===== src/rtl/fetch_pkg.sv =====
// Shared types for the instruction-fetch front end: FSM states, fetch granule, queue entry.
package fetch_pkg;

    localparam int INST_BYTES = 4;

    typedef enum logic [1:0] {
        IDLE = 2'd0,
        REQ  = 2'd1,
        DROP = 2'd2
    } fetch_state_e;

    // Default-width entry; the top re-declares it with its own parameter widths.
    typedef struct packed {
        logic [1:0]  pID;
        logic [31:0] addr;
        logic [31:0] inst;
    } fetch_entry_t;

endpackage


===== src/rtl/fetch_queue.sv =====
// DEPTH-entry FIFO of fetched instructions; registered head, push visible one cycle later.
// Pop on pop_i while non-empty; flush empties it and wins over push/pop in the same cycle.
module fetch_queue
    import fetch_pkg::*;
#(
    parameter int  DEPTH   = 4,
    parameter type entry_t = fetch_entry_t
) (
    input  logic                         clk,
    input  logic                         reset,
    input  logic                         push_i,
    input  entry_t                       push_dat_i,
    input  logic                         pop_i,
    input  logic                         flush_i,
    output logic                         valid_o,
    output entry_t                       head_o,
    output logic [$clog2(DEPTH+1)-1:0]   count_o
);

    localparam int PTR_W = $clog2(DEPTH);
    localparam int CNT_W = $clog2(DEPTH + 1);

    entry_t           mem_q [DEPTH];
    logic [PTR_W-1:0] wr_ptr_q, wr_ptr_d;
    logic [PTR_W-1:0] rd_ptr_q, rd_ptr_d;
    logic [CNT_W-1:0] count_q, count_d;
    logic             do_pop;

    assign do_pop  = pop_i && (count_q != '0);
    assign valid_o = (count_q != '0);
    assign head_o  = mem_q[rd_ptr_q];
    assign count_o = count_q;

    // DEPTH is a power of two, so the pointers wrap by plain overflow.
    always_comb begin
        wr_ptr_d = wr_ptr_q;
        rd_ptr_d = rd_ptr_q;
        count_d  = count_q;
        if (flush_i) begin
            wr_ptr_d = '0;
            rd_ptr_d = '0;
            count_d  = '0;
        end else begin
            if (push_i) wr_ptr_d = wr_ptr_q + 1'b1;
            if (do_pop) rd_ptr_d = rd_ptr_q + 1'b1;
            case ({push_i, do_pop})
                2'b10:   count_d = count_q + 1'b1;
                2'b01:   count_d = count_q - 1'b1;
                default: count_d = count_q;
            endcase
        end
    end

    always_ff @(posedge clk) begin
        if (reset) begin
            wr_ptr_q <= '0;
            rd_ptr_q <= '0;
            count_q  <= '0;
        end else begin
            wr_ptr_q <= wr_ptr_d;
            rd_ptr_q <= rd_ptr_d;
            count_q  <= count_d;
        end
    end

    always_ff @(posedge clk) begin
        if (push_i && !flush_i) mem_q[wr_ptr_q] <= push_dat_i;
    end

    // The fetch FSM only requests with a free slot reserved, so this never fires.
    always_ff @(posedge clk) begin
        if (!reset && push_i && !flush_i) assert (count_q != CNT_W'(DEPTH));
    end

endmodule


===== src/rtl/fetch_frontend.sv =====
// PC/epoch/FSM owning the imem request; responses land in fetch_queue, head registered (dataOk->valid = 1 cycle).
// Requests only with a free slot reserved; jumps flush the queue and drop the in-flight response.
module fetch_frontend
    import fetch_pkg::*;
#(
    parameter int                ADDR_W   = 32,
    parameter int                INST_W   = 32,
    parameter int                DEPTH    = 4,
    parameter int                PID_W    = 2,
    parameter logic [ADDR_W-1:0] RESET_PC = '0
) (
    input  logic                         clk,
    input  logic                         reset,
    input  logic                         jumpFlag_i,
    input  logic [ADDR_W-1:0]            jumpAddr_i,
    output logic                         request_o,
    output logic [ADDR_W-1:0]            instAddr_fetch_o,
    input  logic                         dataOk_i,
    input  logic [INST_W-1:0]            inst_fetch_i,
    output logic                         valid_o,
    input  logic                         ready_i,
    output logic [INST_W-1:0]            inst_o,
    output logic [ADDR_W-1:0]            instAddr_o,
    output logic [PID_W-1:0]             pID_o,
    output logic [$clog2(DEPTH+1)-1:0]   count_o
);

    localparam int CNT_W = $clog2(DEPTH + 1);

    typedef struct packed {
        logic [PID_W-1:0]  pID;
        logic [ADDR_W-1:0] addr;
        logic [INST_W-1:0] inst;
    } entry_t;

    fetch_state_e      state_q, state_d;
    logic [ADDR_W-1:0] pc_q, pc_d;
    logic [ADDR_W-1:0] jmp_q, jmp_d;
    logic [PID_W-1:0]  epoch_q, epoch_d;
    logic [ADDR_W-1:0] jump_tgt;
    logic [CNT_W-1:0]  count_next;
    logic              push, pop;
    entry_t            push_dat, head;

    assign jump_tgt         = jumpAddr_i & ~ADDR_W'(INST_BYTES - 1);
    assign request_o        = (state_q != IDLE);
    assign instAddr_fetch_o = pc_q;
    assign pop              = valid_o && ready_i;
    assign push_dat         = '{pID: epoch_q, addr: pc_q, inst: inst_fetch_i};
    // Occupancy after this cycle's push, including a simultaneous pop.
    assign count_next       = count_o + CNT_W'(1) - CNT_W'(pop);

    always_comb begin
        state_d = state_q;
        pc_d    = pc_q;
        jmp_d   = jmp_q;
        epoch_d = epoch_q;
        push    = 1'b0;
        if (jumpFlag_i) epoch_d = epoch_q + 1'b1;
        case (state_q)
            IDLE: begin
                if (jumpFlag_i)                    pc_d    = jump_tgt;
                else if (count_o < CNT_W'(DEPTH))  state_d = REQ;
            end
            REQ: begin
                if (jumpFlag_i && dataOk_i) begin
                    pc_d    = jump_tgt;
                    state_d = IDLE;
                end else if (jumpFlag_i) begin
                    jmp_d   = jump_tgt;
                    state_d = DROP;
                end else if (dataOk_i) begin
                    push = 1'b1;
                    pc_d = pc_q + ADDR_W'(INST_BYTES);
                    if (count_next >= CNT_W'(DEPTH)) state_d = IDLE;
                end
            end
            DROP: begin
                // The outstanding request must complete before the new target is fetched.
                if (dataOk_i) begin
                    pc_d    = jumpFlag_i ? jump_tgt : jmp_q;
                    state_d = IDLE;
                end else if (jumpFlag_i) begin
                    jmp_d = jump_tgt;
                end
            end
            default: state_d = IDLE;
        endcase
    end

    always_ff @(posedge clk) begin
        if (reset) begin
            state_q <= IDLE;
            pc_q    <= RESET_PC;
            jmp_q   <= '0;
            epoch_q <= '0;
        end else begin
            state_q <= state_d;
            pc_q    <= pc_d;
            jmp_q   <= jmp_d;
            epoch_q <= epoch_d;
        end
    end

    fetch_queue #(
        .DEPTH   (DEPTH),
        .entry_t (entry_t)
    ) u_queue (
        .clk        (clk),
        .reset      (reset),
        .push_i     (push),
        .push_dat_i (push_dat),
        .pop_i      (pop),
        .flush_i    (jumpFlag_i),
        .valid_o    (valid_o),
        .head_o     (head),
        .count_o    (count_o)
    );

    assign inst_o     = head.inst;
    assign instAddr_o = head.addr;
    assign pID_o      = head.pID;

endmodule


===== config.mk =====
export PLATFORM = sky130hd
export DESIGN_NAME = fetch_frontend
export DESIGN_NICKNAME = d
export VERILOG_FILES = /design/src/rtl/fetch_pkg.sv /design/src/rtl/fetch_queue.sv /design/src/rtl/fetch_frontend.sv
export SDC_FILE = /design/constraint.sdc
export NUM_CORES = 1
export LEC_CHECK = 0
export ABC_CLOCK_PERIOD_IN_PS = 3900
export BUFFER_PORTS_ARGS = -buffer_cell sky130_fd_sc_hd__buf_2
export CAP_MARGIN = 20
export CORE_MARGIN = 2
export CORE_UTILIZATION = 55
export DETAILED_ROUTE_END_ITERATION = 8
export GPL_TIMING_DRIVEN = 0
export PLACE_DENSITY = 0.83
export SYNTH_ARGS = -nofsm -noshare
export SYNTH_HDL_FRONTEND = slang
export SYNTH_SLANG_ARGS = --single-unit

===== constraint.sdc =====
create_clock -name clk -period 3.9 [get_ports clk]
set_input_delay 0.585 -clock clk [delete_from_list [all_inputs] [get_ports clk]]
set_output_delay 0.585 -clock clk [all_outputs]
set_load 0.01 [all_outputs]

==> flow_summary.json, run 1 <==
{
  "outcome": "complete, no violations",
  "clkTransAtPathRegs_ns": 0.06,
  "synth-xor-area-share_pct": 0.6951,
  "post-cts-setup-buffers": 0,
  "cellLeakagePower_uw": 0.005632,
  "vias": 8935,
  "antenna_cells": 0,
  "power_density_nw_per_um2": 520.8,
  "die_w_um": 162.8,
  "antenna_found_initial": 0,
  "utilization_pct": 65.37,
  "finalPower_uw": 8499,
  "first_pass_iters": 6,
  "drive_above_1_share_pct": 27.74,
  "die_y_um": 162.8,
  "cts_buffers": 36,
  "max_freq_ghz": 0.2976,
  "tightest_slew_ns": 1.025,
  "ant_nets": 0,
  "yosys.area.top_type_share_pct": 57.19,
  "placeableCoreArea_um2": 24960,
  "syn_inst": 915,
  "drtIter0Drc": 1095,
  "synth_edf_count": 264,
  "wl_um": 32480,
  "synth_cell_types": 67,
  "hold_violations": 0,
  "initial_core_util_pct": 55.52,
  "synth_area_leaders": "edfxtp_1 (57%), dfxtp_1 (11%), mux4_2 (11%)",
  "synth_fa_ha_area_share_pct": 1.173,
  "grt_max_degree": 54,
  "ir_drop_uv": 359.1,
  "yosys_warnings": 0,
  "fin_nets": 1205,
  "drc": 0,
  "wl_per_cell_um": 21.95,
  "setup_tns_ns": 0,
  "worstSetupStartpointType": "flop",
  "clockBufferDepth": 3,
  "synthArstFlopShare_pct": 0,
  "num_io_pins": 172,
  "viasPerCell": 6.037,
  "seq_area_frac_synth_pct": 68.32,
  "cts_tree": "done",
  "synth_compound_area_share_pct": 8.801,
  "row_count": 58,
  "slew_headroom_pct": 31.40,
  "final.period_utilization_pct": 86.17,
  "path_max_fanout": 10,
  "ys_top_cells_by_count": "edfxtp_1 (264), nand2_1 (102), dfxtp_1 (77)",
  "grt_pass1_wl_um": 49030,
  "hpwl_um": 21270,
  "synth.area.mux_share_pct": 11.17,
  "hold_buffers": 0,
  "arrival_ns": 2.78,
  "cts_resized": 0,
  "cts_sinks": 341,
  "yosysTopAreaCell": "edfxtp_1",
  "synth.most_common_cell": "edfxtp_1",
  "gr-usage-all-layers_pct": 24.36,
  "synth_top_family_by_area": "multiplexers",
  "netlist_area_um2": 13860,
  "cts_root_buf": "clkbuf_16",
  "grt-ovfl-total": 0,
  "area_delta_synth_final_pct": 17.73,
  "cts_htree_levels": 2,
  "io_buffers": 166,
  "synth_fp_nets": 997,
  "drv_cap": 0,
  "critPathRequiredTime_ns": 3.31,
  "clkLatencyLatePin_ns": 0.51,
  "setup_viol": 0,
  "hold_class": "input port to flop",
  "routabilityCongestion": 0.9113,
  "min_period_ns": 3.361,
  "worst_setup_path_end_kind": "output port",
  "path_class": "flop to output port",
  "die_area_um2": 26490,
  "first_global_vias": 8655,
  "syn_avg_cell_area_um2": 15.15,
  "rsz0062_at_grt": "false",
  "synth-seq-cells": 341,
  "synth_flop_cell": "edfxtp_1",
  "synth-simple-area-share_pct": 7.628,
  "slew_violations": 0,
  "skew_ns": 0.008027
}
## flip-flops by register name, indices dropped and copies added (netlist names), named ones only
signal / flops
jmp_q: 32
epoch_q: 2
instAddr_fetch_o: 32
u_queue.wr_ptr_q: 2
state_q: 2
u_queue.rd_ptr_q: 2
u_queue.mem_q: 264
u_queue.count_o: 3
## metal layers
layer	up-vias	GRT usage [%]	routed length (µm)
met5	-	0	0
met4	0	6.235	654
met3	56	4.507	2727
met2	491	40.64	15910
met1	4380	33.45	13190
li1	4008	-	-
## metrics by stage
step | cell area [µm²] | hold WS [ns] | setup WS (ns) | instances
after global placement | 15100 | 0.4384 | -1.059 | 1411
final | 16320 | 0.2866 | 0.5395 | 1480
after CTS | 16320 | 0.2789 | 0.4198 | 1480
after floorplan | 13860 | 0.4317 | 0.5647 | 915
after global routing | 16320 | 0.2785 | 0.3139 | 1480
after detailed placement | 15230 | 0.4421 | 0.9318 | 1415
## final cells by class
class                   instances  area (µm²)
well taps                     330       412.9
clock inverters                19       93.84
plain buffers                  56       229.0
repair buffers                170       940.9
clock buffers                  46       989.7
multi-input cells             497        4104
inverters                      21       78.83
flip-flops and latches        341        9469
fillers                      1782        8646
## power breakdown
| group | internal (µW) | switching (µW) |
|---|---|---|
| Combinational | 394 | 642 |
| Clock | 1800 | 1340 |
| Sequential | 4120 | 207 |
| Total | 6310 | 2190 |
## layout by cell type (no fill, tap or decap), types with 6 or more instances in the layout
master,count
a211oi_1,10
a21oi_1,54
a221oi_1,7
a22o_1,11
a31oi_1,8
and3_1,10
buf_2,181
clkbuf_1,42
clkbuf_16,37
clkinv_1,10
clkinv_2,7
dfxtp_1,77
edfxtp_1,264
ha_1,13
inv_1,19
mux4_2,66
nand2_1,102
nand3_1,14
nor2_1,25
nor3_1,16
nor4_1,6
o21ai_0,38
o21ai_1,10
xnor2_1,6
## final timing paths
path | slack (ns) | cells after the start | start | to
worst max-delay path | 0.54 | 4 | flop | instAddr_o[27]
worst min-delay path | 0.29 | 1 | inst_fetch_i[28] | u_queue.mem_q[0][28]
worst max register to register | 0.78 | 8 | state_q[1] | instAddr_fetch_o[17]
worst min register to register | 0.45 | 2 | jmp_q[12] | jmp_q[12]
## logic make-up (layout without fill, tap and decap cells)
logic type | after synthesis | in the layout
compound gates | 184 | 184
xor+xnor | 11 | 11
flops | 341 | 341
fa+ha+maj | 13 | 13
mux | 72 | 72
simple gates | 217 | 217
buf+inv | 77 | 312
## critical path: stages (launching register included)
cell and delay (ns):
dfxtp_1 0.34, buf_1 0.71, buf_2 0.49, mux4_2 0.55, buf_2 0.17
Note: power is estimated with default switching activity, not from simulation.
==> run 2: changes to the inputs <==
--- a/config.mk
+++ b/config.mk
@@ -5,14 +5,15 @@
 export SDC_FILE = /design/constraint.sdc
 export NUM_CORES = 1
 export LEC_CHECK = 0
-export ABC_CLOCK_PERIOD_IN_PS = 3900
-export BUFFER_PORTS_ARGS = -buffer_cell sky130_fd_sc_hd__buf_2
+export ABC_CLOCK_PERIOD_IN_PS = 3020
 export CAP_MARGIN = 20
 export CORE_MARGIN = 2
 export CORE_UTILIZATION = 55
 export DETAILED_ROUTE_END_ITERATION = 8
+export DONT_BUFFER_PORTS = 1
 export GPL_TIMING_DRIVEN = 0
-export PLACE_DENSITY = 0.83
+export MAX_ROUTING_LAYER = met4
+export PLACE_DENSITY = 0.8
 export SYNTH_ARGS = -nofsm -noshare
 export SYNTH_HDL_FRONTEND = slang
 export SYNTH_SLANG_ARGS = --single-unit
==> constraint.sdc (replaced) <==
create_clock -name clk -period 3.02 [get_ports clk]
set_input_delay 0.453 -clock clk [delete_from_list [all_inputs] [get_ports clk]]
set_output_delay 0.453 -clock clk [all_outputs]
set_load 0.01 [all_outputs]
==> run 2 against run 1 <==
Worst hold slack got worse by 0.25 ns. Critical path type unchanged. Largest power group unchanged. First-iteration DRC count fell by 18%. Clock-buffer cell count fell by 4.
==> flow_summary.json, run 2 (synthesis gave the netlist of run 1 again) <==
{
  "hpwl_um": 20860,
  "cts_root_buf": "clkbuf_16",
  "post-cts-setup-buffers": 0,
  "hold_buffers": 0,
  "grt_max_degree": 59,
  "busiest_layer": "met2",
  "worst_setup_path_end_kind": "output port",
  "finalPower_uw": 10880,
  "antenna_found_initial": 0,
  "slew_violations": 0,
  "cts_tree": "done",
  "clockBufferDepth": 3,
  "arrival_ns": 2.35,
  "path_max_fanout": 10,
  "cts_sinks": 341,
  "skew_ns": 0.02122,
  "path_class": "flop to output port",
  "r2r_slack_ns": 0.25,
  "hold_violations": 0,
  "largest_register_ffs": 264,
  "drc": 0,
  "grt_util_met2_pct": 38.94,
  "ant_nets": 0,
  "tightest_slew_ns": 0.8865,
  "gr-usage-all-layers_pct": 24.98,
  "regToRegEndpoint": "u_queue.mem_q[1][1]",
  "min_period_ns": 2.805,
  "vias": 8242,
  "final_cell_mix": "edfxtp_1 (264), nand2_1 (102), dfxtp_1 (77)",
  "worstReg2RegStart": "state_q[1]",
  "fin_nets": 1037,
  "placeableCoreArea_um2": 24960,
  "power_density_nw_per_um2": 700.7,
  "slew_headroom_pct": 40.90,
  "first_pass_iters": 5,
  "grt_util_met1_pct": 32.23,
  "drive_above_1_share_pct": 15.99,
  "die_y_um": 162.8,
  "io_buffers": 0,
  "ir_drop_uv": 419.1,
  "worstSetupStartpointType": "flop",
  "grt_pass1_wl_um": 48690,
  "worstPathCellList": "clkdlybuf4s15_2, buf_2, mux4_2",
  "worst_slack_ns": 0.2153,
  "clkLatencyLatePin_ns": 0.51,
  "cp_slowest_stage_delay_ns": 0.63,
  "wl_per_cell_um": 24.15,
  "drtIter0Drc": 899,
  "outcome": "complete, no violations",
  "place_ws_ns": -0.06756,
  "setup_tns_ns": 0,
  "first_global_vias": 8267,
  "max_freq_ghz": 0.3565,
  "rsz0062_at_grt": "false",
  "regMostFlops": "u_queue.mem_q",
  "utilization_pct": 62.22,
  "final.period_utilization_pct": 92.87,
  "antenna_cells": 0,
  "worst_hold_slack_ns": 0.03559,
  "cellLeakagePower_uw": 0.004951,
  "setup_viol": 0,
  "routabilityCongestion": 0.9662,
  "clkTransAtPathRegs_ns": 0.07,
  "cts_htree_levels": 2,
  "row_count": 58,
  "met3_usage_pct": 7.257,
  "reg2reg_depth": 7,
  "area_delta_synth_final_pct": 12.06,
  "hold_class": "input port to flop",
  "viasPerCell": 6.282,
  "drv_cap": 0,
  "mostFrequentLayoutCell": "edfxtp_1",
  "grt-ovfl-total": 0,
  "die_area_um2": 26490,
  "crit_end": "instAddr_o[25]",
  "initial_core_util_pct": 55.52,
  "cts_buffers": 35,
  "cp_slowest_cell": "mux4_2",
  "num_io_pins": 172,
  "critPathRequiredTime_ns": 2.57,
  "die_w_um": 162.8,
  "wl_um": 31680
}
## run 2: critical path: cells and delay by family (launching register included)
kind     cells  cell delay [ns]
buf+inv      2             0.87
flops        1             0.34
mux          1             0.63
## run 2: cell type report
cell class / count / area (µm²)
multi-input cells: 497 / 4109
fillers: 1851 / 9432
repair buffers: 4 / 110.1
clock inverters: 22 / 192.7
flip-flops and latches: 341 / 9469
plain buffers: 55 / 236.5
clock buffers: 42 / 923.4
well taps: 330 / 412.9
inverters: 21 / 78.83
## run 2: how the worst min path moves through the flow
stage / endpoint / slack (ns) / start / cells past startpoint
after floorplan: jmp_q[12] / 0.43 / jmp_q[12] / 2
after global placement: jmp_q[12] / 0.44 / jmp_q[12] / 2
after detailed placement: jmp_q[12] / 0.44 / jmp_q[12] / 2
after CTS: u_queue.mem_q[2][14] / 0.02 / inst_fetch_i[14] / 0
after global routing: u_queue.mem_q[2][10] / 0.01 / inst_fetch_i[10] / 0
final: u_queue.mem_q[2][10] / 0.04 / inst_fetch_i[10] / 0
## run 2: stage by stage
stage	instance area, µm²	std cells
floorplan	13870	915
global placement	14280	1245
detailed placement	14400	1249
CTS	15530	1313
global route	15530	1312
finish	15530	1312
## run 2: layer usage
metal  share of wire, %  vias up
li1                   -     3671
met1                 40     4153
met2                 48      357
met3                9.6       61
met4                2.2        0
met5                  0        -
## run 2: power by group
group | internal, µW | switching (µW)
Sequential | 5320 | 342
Clock | 2450 | 1700
Combinational | 391 | 688
## run 2: timing repair
| action | 4_1_cts | 5_1_grt |
|---|---|---|
| gates cloned | 0 | 0 |
| endpoints found under the setup margin | 41 | 231 |
| gates resized for setup | 4 | 5 |
==> run 3: changes to the inputs <==
--- a/config.mk
+++ b/config.mk
@@ -5,6 +5,7 @@
 export SDC_FILE = /design/constraint.sdc
 export NUM_CORES = 1
 export LEC_CHECK = 0
+export ABC_AREA = 1
 export ABC_CLOCK_PERIOD_IN_PS = 3020
 export CAP_MARGIN = 20
 export CORE_MARGIN = 2
==> run 3 against run 2 <==
Worst hold slack got worse by 0.0075 ns. Die area is 4.4% higher. Critical endpoint is now instAddr_o[24]. Clock-buffer cell count rose by 6. Synthesized cell count grew 51%. Core utilization decreased by 0.11 points. Cell count increased by 35%. Cell area increased by 3.9%. Largest power group unchanged. Combinational power rose by 130%.
==> flow_summary.json, run 3 <==
{
  "outcome": "complete, no violations",
  "antenna_found_initial": 0,
  "hold_violations": 0,
  "power_density_nw_per_um2": 796.3,
  "cp_slowest_cell": "o22ai_1",
  "area_delta_synth_final_pct": 11.44,
  "ys_top_cells_by_count": "edfxtp_1 (264), nor2_1 (223), o21ai_0 (220)",
  "die_area_um2": 27650,
  "max_freq_ghz": 0.3429,
  "synth_area_leaders": "edfxtp_1 (55%), dfxtp_1 (11%), o21ai_0 (7.6%)",
  "grt_pass1_wl_um": 58580,
  "synth_top_family_by_area": "compound AO/OA/AOI/OAI gates",
  "synth-simple-area-share_pct": 12.43,
  "min_period_ns": 2.917,
  "yosys_warnings": 0,
  "grt-ovfl-total": 0,
  "place_inst": 1721,
  "syn_avg_cell_area_um2": 10.51,
  "critPathMostFrequentCell": "buf_2",
  "synthArstFlopShare_pct": 0,
  "syn_inst": 1378,
  "multi_input_area_um2": 4434,
  "internal_power_uw": 8708,
  "synth.most_common_cell": "edfxtp_1",
  "drc": 0,
  "hold_buffers": 0,
  "fin_nets": 1503,
  "antenna_cells": 0,
  "mostFrequentLayoutCell": "edfxtp_1",
  "worstPathCellList": "buf_2, inv_2, buf_2, clkbuf_2, o21ai_0, o22ai_1",
  "critPathRequiredTime_ns": 2.57,
  "path_max_fanout": 10,
  "io_buffers": 0,
  "cts_htree_levels": 2,
  "clockPowerShare_pct": 30.4,
  "netlist_area_um2": 14480,
  "final.period_utilization_pct": 96.57,
  "cts_root_buf": "clkbuf_16",
  "synth_compound_area_share_pct": 15.92,
  "synth_cell_types": 38,
  "seq_power_share_pct": 50.1,
  "first_pass_iters": 5,
  "worstSetupStartpointType": "flop",
  "drtIter0Drc": 1499,
  "path_delay_family": "buffers and inverters",
  "place_ws_ns": 0.04121,
  "clockBufferDepth": 3,
  "fin_area_um2": 16140,
  "combPwrFrac_pct": 19.5,
  "largest_register_ffs": 264,
  "placeableCoreArea_um2": 25980,
  "ir_drop_uv": 725.1,
  "initial_core_util_pct": 55.73,
  "clkLatencyLatePin_ns": 0.53,
  "synth_fa_ha_area_share_pct": 1.123,
  "synth-seq-cells": 341,
  "num_io_pins": 172,
  "path_class": "flop to output port",
  "ant_nets": 0,
  "row_count": 59,
  "cellLeakagePower_uw": 0.005604,
  "power.net_switching_uw": 4144,
  "gr-usage-all-layers_pct": 27.83,
  "final_cell_mix": "edfxtp_1 (264), o21ai_0 (220), nor2_1 (218)",
  "wl_per_cell_um": 21.40,
  "synth.area.mux_share_pct": 0.06911,
  "utilization_pct": 62.11,
  "grt_max_degree": 29,
  "rsz0062_at_grt": "false",
  "cts_sinks": 341,
  "cts_buffers": 34,
  "clkTransAtPathRegs_ns": 0.06,
  "wl_um": 38020,
  "cp_num_buf_inv": 4,
  "arrival_ns": 2.46,
  "synth_edf_count": 264,
  "fill_cells": 2011,
  "place_area_um2": 15120,
  "post-cts-setup-buffers": 0,
  "setup_viol": 0,
  "hold_class": "input port to flop",
  "cts_tree": "done",
  "yosysTopAreaCell": "edfxtp_1",
  "synth_fp_nets": 1460,
  "die_w_um": 166.3,
  "regMostFlops": "u_queue.mem_q",
  "vias": 10911,
  "synth-xor-area-share_pct": 0.7862,
  "fin_cells": 1777,
  "swShare_pct": 32.25,
  "skew_ns": 0.02410,
  "yosys.area.top_type_share_pct": 54.74,
  "die_y_um": 166.3,
  "drive_above_1_share_pct": 8.322,
  "first_global_vias": 10551,
  "synth_flop_cell": "edfxtp_1",
  "routabilityCongestion": 0.9908,
  "cp_slowest_stage_delay_ns": 0.42,
  "viasPerCell": 6.140,
  "tightest_slew_ns": 0.8892,
  "hpwl_um": 25500,
  "worst_slack_ns": 0.1035,
  "seq_area_frac_synth_pct": 65.38,
  "drv_cap": 0,
  "seqCellArea_um2": 9470,
  "slew_violations": 0,
  "slew_headroom_pct": 40.58,
  "worst_setup_path_end_kind": "output port"
}
-- run 3: cell families after synthesis --
kind of cell / count (synthesis)
AO/OA/AOI/OAI: 417
XOR/XNOR: 13
adder cells (fa/ha/maj): 13
buffers and inverters: 152
flip-flops: 341
multiplexers: 1
AND/OR/NAND/NOR: 441
-- run 3: worst register-to-register path, cell delays in order (launching register included) --
cell and delay [ns]:
dfxtp_1 0.32, inv_1 0.10, ha_2 0.23, inv_1 0.05, nor2_1 0.15, inv_2 0.09, nor2_2 0.13, clkinvlp_4 0.27
nor2_4 0.65, buf_12 0.28, buf_16 0.22
-- run 3: metrics by stage --
step | TNS [ns] | hold slack [ns] | power (µW)
after global placement | -433.28 | 0.4343 | 8831
after detailed placement | 0 | 0.4430 | 8929
after CTS | 0 | 0.01308 | 12800
after global routing | 0 | 0.005338 | 13410
final | 0 | 0.02809 | 12850
after floorplan | -81.67 | 0.4244 | 8022
-- run 3: layout make-up --
type,instances,share of cell area (%)
repair buffers,8,1.178
plain buffers,75,2.070
multi-input cells,885,27.48
clock inverters,9,0.5504
well taps,335,2.597
flip-flops and latches,341,58.68
inverters,76,1.791
clock buffers,48,5.659
-- run 3: final timing paths --
kind / startpoint / end / slack, ns / depth (start not counted)
max: flop / instAddr_o[24] / 0.10 / 6
min: inst_fetch_i[21] / u_queue.mem_q[2][21] / 0.03 / 0
min reg2reg: jmp_q[10] / jmp_q[10] / 0.45 / 2
max reg2reg: state_q[1] / u_queue.mem_q[3][27] / 0.22 / 10
-- run 3: timing repair --
action,CTS,global route
setup endpoints to repair,10,70
hold endpoints to repair,0,0
resized for setup,3,5
gates cloned,0,0
-- run 3: routing by layer --
metal / routed length, µm / vias up / part of all wire, % / GRT usage (%)
li1: - / 4992 / - / -
met2: 17810 / 644 / 47 / 43.59
met5: 0 / - / 0 / -
met4: 1347 / 0 / 3.5 / 10.38
met1: 14670 / 5179 / 39 / 35.74
met3: 4192 / 96 / 11 / 6.482
-- run 3: power groups by stage --
stage / clock network [µW] / logic (µW) / registers [µW]
final: 3900 / 2510 / 6440
after global routing: 4140 / 2780 / 6490
after CTS: 3940 / 2450 / 6410
after detailed placement: 0 / 2430 / 6500
after global placement: 0 / 2350 / 6480
after floorplan: 0 / 1820 / 6200
